File: config.mk
export PLATFORM = sky130hd
export DESIGN_NAME = multiword_add_seq
export DESIGN_NICKNAME = d
export VERILOG_FILES = /design/src/rtl/multiword_add_seq.sv
export SDC_FILE = /design/constraint.sdc
export NUM_CORES = 1
export LEC_CHECK = 0
export CORE_MARGIN = 2
export CORE_UTILIZATION = 51
export CTS_CLUSTER_SIZE = 30
export DETAILED_ROUTE_END_ITERATION = 16
export GPL_ROUTABILITY_DRIVEN = 1
export PLACE_DENSITY = 0.8
export RECOVER_POWER = 100
export SETUP_SLACK_MARGIN = 0.05
export SLEW_MARGIN = 10
export SYNTH_ARGS = -nofsm -noshare
export SYNTH_HDL_FRONTEND = slang
export SYNTH_SLANG_ARGS = --single-unit
File: constraint.sdc
create_clock -name clk -period 3.4 [get_ports clk]
set_input_delay 0.51 -clock clk [delete_from_list [all_inputs] [get_ports clk]]
set_output_delay 0.51 -clock clk [all_outputs]
set_load 0.005 [all_outputs]
File: src/rtl/multiword_add_seq.sv
// multiword_add_seq: wide unsigned adder that reuses one N-bit add slice over
// WORDS cycles, least-significant word first, rippling the carry between words.
// busy marks the RUN phase, done pulses for one cycle when sum/carry are final.
module multiword_add_seq #(
    parameter int N     = 8,
    parameter int WORDS = 4
) (
    input  logic               clk,
    input  logic               rst_n,
    input  logic               start,
    input  logic [N*WORDS-1:0] termA,
    input  logic [N*WORDS-1:0] termB,
    input  logic               carry_in,
    output logic               busy,
    output logic               done,
    output logic [N*WORDS-1:0] sum,
    output logic               carry
);

    localparam int IDX_W = (WORDS > 1) ? $clog2(WORDS) : 1;

    typedef enum logic [1:0] {
        S_IDLE,
        S_RUN,
        S_DONE
    } state_t;

    state_t                  r_state;
    state_t                  w_state_next;
    logic [WORDS-1:0][N-1:0] r_a;
    logic [WORDS-1:0][N-1:0] r_b;
    logic [WORDS-1:0][N-1:0] r_sum;
    logic                    r_c;
    logic                    r_carry;
    logic [IDX_W-1:0]        r_idx;

    logic                    w_accept;
    logic                    w_last;
    logic [N-1:0]            w_a_word;
    logic [N-1:0]            w_b_word;
    logic [N:0]              w_add;

    // A new request is taken only when no operation is in flight.
    assign w_accept = start && ((r_state == S_IDLE) || (r_state == S_DONE));
    assign w_last   = (r_idx == IDX_W'(WORDS - 1));

    assign busy  = (r_state == S_RUN);
    assign done  = (r_state == S_DONE);
    assign sum   = r_sum;
    assign carry = r_carry;

    // Select the current operand words and add them with the chained carry.
    always_comb begin
        // NOTE: every signal driven here gets a default first so no path leaves
        // it unassigned, which would otherwise infer a latch.
        w_a_word = '0;
        w_b_word = '0;
        for (int i = 0; i < WORDS; i++) begin
            if (r_idx == IDX_W'(i)) begin
                w_a_word = r_a[i];
                w_b_word = r_b[i];
            end
        end
        w_add = {1'b0, w_a_word} + {1'b0, w_b_word} + (N + 1)'(r_c);
    end

    // State register.
    always_ff @(posedge clk or negedge rst_n) begin
        // NOTE: sequential state uses non-blocking assignments so every flop
        // samples pre-edge values regardless of statement order.
        if (!rst_n) begin
            r_state <= S_IDLE;
        end else begin
            r_state <= w_state_next;
        end
    end

    // Next-state logic: RUN lasts WORDS cycles, DONE lasts exactly one.
    always_comb begin
        w_state_next = r_state;
        case (r_state)
            S_IDLE:  if (start) w_state_next = S_RUN;
            S_RUN:   if (w_last) w_state_next = S_DONE;
            S_DONE:  w_state_next = start ? S_RUN : S_IDLE;
            default: w_state_next = S_IDLE;
        endcase
    end

    // Datapath: capture operands on accept, then fill one sum word per RUN cycle.
    always_ff @(posedge clk or negedge rst_n) begin
        // NOTE: the operand and sum word registers are reset too, so an abort
        // mid-operation leaves no partial result or stale operand behind.
        if (!rst_n) begin
            r_a     <= '0;
            r_b     <= '0;
            r_sum   <= '0;
            r_c     <= 1'b0;
            r_carry <= 1'b0;
            r_idx   <= '0;
        end else if (w_accept) begin
            r_a     <= termA;
            r_b     <= termB;
            r_c     <= carry_in;
            r_sum   <= '0;
            r_carry <= 1'b0;
            r_idx   <= '0;
        end else if (r_state == S_RUN) begin
            for (int i = 0; i < WORDS; i++) begin
                if (r_idx == IDX_W'(i)) begin
                    r_sum[i] <= w_add[N-1:0];
                end
            end
            r_c <= w_add[N];
            if (w_last) begin
                r_carry <= w_add[N];
            end else begin
                r_idx <= r_idx + 1'b1;
            end
        end
    end

endmodule

* Word-level counts from Yosys, hierarchy flattened *
Cells that the tools add are included.

storage, ports and cells
  register bits after elaboration = 102
  bits in latches = 0
  memory bits (writable) = 0
  ROM bits = 0
  bits of input ports = 68
  output and inout bits = 35
  word-level logic and storage cells = 68
  memories kept = 0

operators by class
  $add $sub $neg = 3
  multiply operators = 0
  div/mod/pow operators = 0
  order comparisons = 0
  eq/ne operators = 8
  shift operators = 0
  mux-type cells = 26
  bitwise logic cells = 0
  reductions and logical operators = 15

operators with widths
  kind                                                                     number
  8-bit 2-to-1 mux                                                         12
  32-bit 2-to-1 mux                                                        2
  2-bit AND reduction                                                      6
  2-bit 2-to-1 mux                                                         5
  2-bit nonzero test                                                       5
  8-bit by 8-bit adder with 9-bit output                                   1
  9-bit by 1-bit adder with 9-bit output                                   1
  2-bit == test, second input constant                                     3
  1-bit 2-to-1 mux                                                         6
  2-bit case mux with 3 select lines                                       1
  2-bit by 1-bit == test with 1-bit output, second input constant          2
  2-bit logical NOT                                                        2
  2-bit inequality test, second input constant                             2
  2-bit by 1-bit adder with 2-bit output, second input constant            1
  2-bit by 1-bit inequality test with 1-bit output, second input constant  1
  1-bit logical AND                                                        1
  1-bit logical OR                                                         1

* Longest topological paths before layout *
  depth in word-level cells = 10
  depth in mapped cells = 16
  depth with buffers taken out = 15

* Least setup slack after synthesis *
OpenSTA, ideal clock, no wires.

  path kind = register -> register
  start = register r_idx[0]
  end = register r_sum, in the netlist sum[22]
  setup time = 0.129 ns
  arrival = 2.900 ns
  required time = 3.271 ns
  path slack = 0.371 ns
  stages on the path, launching flop included = 16
  path buffers = 2
  period minus slack after synthesis = 3.029 ns
  cells stage by stage = dfrtp_1 -> inv_1 -> ha_1 -> clkbuf_1 -> clkbuf_1 -> a21oi_1 -> nor2_1 -> a21oi_1 -> fa_1 -> inv_1 -> fa_1 -> a211o_1 -> a21o_1 -> a211o_1 -> o211ai_2 -> o21ai_1

on the way
  longest elaborated chain between the ends = 10
  elaborated cells between the ends (all ways) = 19
  classes of those cells = 2 x add/sub; 3 x eq/ne; 11 x mux; 3 x reduce/logical

RTL lines
  item                                    RTL line  source
  from (decl)                             35        logic [IDX_W-1:0] r_idx;
  from (signal assigned)                  117       r_idx <= r_idx + 1'b1;
  2-bit logical NOT                       59        if (r_idx == IDX_W'(i)) begin
  8-bit 2-to-1 mux (4 in series)          59
  8-bit by 8-bit adder with 9-bit output  64        w_add = {1'b0, w_a_word} + {1'b0, w_b_word} + (N + 1)'(r_c);
  9-bit by 1-bit adder with 9-bit output  64
  8-bit 2-to-1 mux                        109       if (r_idx == IDX_W'(i)) begin
  32-bit 2-to-1 mux                       107       end else if (r_state == S_RUN) begin
  32-bit 2-to-1 mux                       100       end else if (w_accept) begin
  to (signal, indexed assignment)         110       r_sum[i] <= w_add[N-1:0];
  to (decl)                               32        logic [WORDS-1:0][N-1:0] r_sum;

Several ways; a longest one is shown, not always the timed one. The select of a mux whose other input is x is not followed.
A chain may end at the register's enable or synchronous reset.

* Worst setup path after layout *
  start = register r_idx[1]
  end = register r_sum, in the netlist sum[30]

Same word-level chain as after synthesis.

==> reports/qor.yml <==
floorplanning:
  dieArea_mm2: 0.01016
  pin_count: 103
  die_w_um: 100.8
  row_count: 35
  initial_core_util_pct: 52.22
  coreArea_mm2: 0.009153
  die_y_um: 100.8
synthesis:
  synthArstFlopShare_pct: 100.0
  synth_flop_cell: "dfrtp_1"
  yosysSeqAreaShare_pct: 53.40
  syn_area_mm2: 0.004780
  ys_types: 31
  syn-instance-count: 575
  synth_edf_count: 0
  yosys_register_bits: 102
  syn-num-nets: 656
  yosysWarnings: 0
  syn_avg_cell_area_um2: 8.312
placed_design:
  place_hpwl_um: 8583
  place_area_mm2: 0.005907
  dp_slack_ns: 0.2325
  port_buffers: 102
  gp_congestion: 0.9004
timing:
  period_share_pct: 92.84
  hold_ws_ns: 0.4814
  clock.fmax_mhz: 316.8
  max_slew_margin_pct: -8.283
  worst_pin_slew_ns: 1.624
  report.final.slew_viol_count: 70
  timing.final.ws_setup_ns: 0.2434
  hold_violations: 0
  tns_ns: 0
  finClkSkew_ns: 0.01076
  min_period_ns: 3.157
  setup_viol: 0
  rsz0062_at_grt: "no"
pwr:
  switching_share_pct: 42.67
  comb_power_share_pct: 49.9
  powerDensity_mw_per_mm2: 930.7
  p_switching_uw: 2416
  seqPwrFrac_pct: 36.7
  internal_power_uw: 3247
  p_leak_uw: 0.002984
  ir_worst_vdd_uv: 361.4
  p_clk_share_pct: 13.3
layout:
  multi_input_area_mm2: 0.002077
  antenna_cells: 0
  final_common_cell: "nand2_1"
  mostFrequentLayoutCells: "240 x nand2_1, 102 x dfrtp_1, 65 x clkdlybuf4s50_1, 52 x a21oi_1, 38 x o21ai_0"
  syn_to_final_growth_pct: 27.30
  drive_above_1_share_pct: 5.082
  fillCellCount: 712
  seq_area_mm2: 0.002552
  final_cell_area_mm2: 0.006085
  final_nets: 745
setup_path:
  crit_buf_inv: 3
  crit_chain: "inv_1 > ha_1 > buf_4 > nand2_1 > a21oi_1 > a21oi_1 > nor2_1 > a21oi_1 > fa_1 > inv_1 > fa_2 > a211o_1 > a21o_1 > a211o_1 > o211ai_2 > o21ai_0"
  path_max_fanout: 16
  critPathTopFamily: "compound AO/OA/AOI/OAI gates"
  start_kind: "register"
  path_class: "reg -> reg"
  worstSetupEndpointType: "register"
  max_stage_delay_ns: 0.40
  worstPathArrival_ns: 3.39
  cp_slowest_cell: "dfrtp_1"
  crit_top_cell: "a21oi_1"
  worstPathRequired_ns: 3.63
routing:
  first_pass_iters: 4
  drt.antenna.violating_nets: 0
  vias: 4160
  m1WireLength_um: 5013
  wl_met2_um: 5699
  drt-vias-per-instance: 5.333
  routedWlPerCell_um: 14.89
  wirelength_um: 11610
  drcViolationCount: 0
  wl_met3_um: 740
  drtIter0Drc: 162
  top_layer: "met4"
clocking:
  htreeDepth: 3
  clk-insertion-delay-late_ns: 0.37
  cts_tree: "built"
  hold_buffers: 0
  cts.clk_slew.worst_paths_ns: 0.09
  cts-buffers-inserted: 9
  clkSinkCount: 102
  cts_root_buf: "clkbuf_8"
  cts_max_path_buffers: 2
grt:
  grt_max_degree: 70
  grt-ovfl-total: 0
  grt_pass1_wl_um: 18910
  grt_pass1_vias: 4004
  grtUsageTotal_pct: 23.97
  antenna_found_initial: 0
outcome:
  violations: "capacitance limit, slew limit"
  status: "finished, violations left"
run:
  drv_cap: 1
min_path:
  min_path_type: "reg -> reg"
-- state kept, by name (all words and copies together) (netlist names) --
register  cells
r_idx         2
r_b          32
r_a          32
r_c           1
r_state       2
carry         1
sum          32
-- metal layers --
metal / up-vias / GRT usage, %
met5: - / 0
met1: 1938 / 31.42
met3: 18 / 4.438
li1: 2045 / -
met2: 159 / 40.77
met4: 0 / 7.060
-- kinds of logic after synthesis --
kind of cell	share of synthesized area [%]
flops	53.40
simple gates	26.02
xor+xnor	0.5498
compound gates	12.75
buf+inv	3.560
fa+ha+maj	3.717
-- what timing repair did --
item	4_1_cts	5_1_grt
setup buffers	0	1
endpoints found under the setup margin	0	14
resized for setup	0	4
-- cell usage after synthesis (6+ instances only) --
| master | instances | area (um2) |
|---|---|---|
| clkbuf_1 | 20 | 75.07 |
| a21oi_1 | 52 | 260.3 |
| o21ai_0 | 34 | 170.2 |
| buf_2 | 10 | 50.05 |
| dfrtp_1 | 102 | 2552 |
| buf_1 | 6 | 22.52 |
| nand3_1 | 16 | 80.08 |
| inv_1 | 6 | 22.52 |
| nor2_1 | 26 | 97.59 |
| nand3b_1 | 14 | 105.1 |
| ha_1 | 11 | 137.6 |
| nand2_1 | 240 | 900.9 |
-- final timing paths --
check | start | to | slack [ns] | depth (start not counted)
worst min register to register | sum[28] | sum[28] | 0.48 | 2
min in group asynchronous | rst_n | sum[27] | 0.55 | 1
worst max-delay path | r_idx[1] | sum[30] | 0.24 | 16
worst max register to register | r_idx[1] | sum[30] | 0.24 | 16
max in group asynchronous | rst_n | r_a[19] | 1.29 | 2
worst min-delay path | sum[28] | sum[28] | 0.48 | 2
-- area by class of cell --
type	count	share of cell area (%)
sequential	102	41.95
multi-input combinational	431	34.14
timing repair buffer	114	18.16
tap	111	2.283
clock buffer	10	2.097
clock inverter	6	1.008
inverter	6	0.3701
-- tightest hold or removal path: stages (launching register included) --
cell and delay (ns):
dfrtp_1 0.35, nand2_1 0.04, o21ai_0 0.06
-- power by group through the flow --
| stage | registers [uW] | logic [uW] | clock network [uW] |
|---|---|---|---|
| 6_report | 2080 | 2830 | 756 |
| 5_1_grt | 2120 | 3210 | 820 |
| 4_1_cts | 2080 | 2860 | 761 |
| 3_5_place_dp | 2100 | 2840 | 0 |
| 3_3_place_gp | 2090 | 2730 | 0 |
| 2_1_floorplan | 1980 | 1940 | 0 |
-- stage by stage --
step	util [%]	std cells	total power [uW]
after floorplan	-	575	3920
after global placement	64.54	763	4819
after detailed placement	64.54	763	4938
after CTS	66.60	779	5698
after global routing	66.48	780	6151
final	66.48	780	5663
No activity file was read; power rests on OpenSTA's default activity.
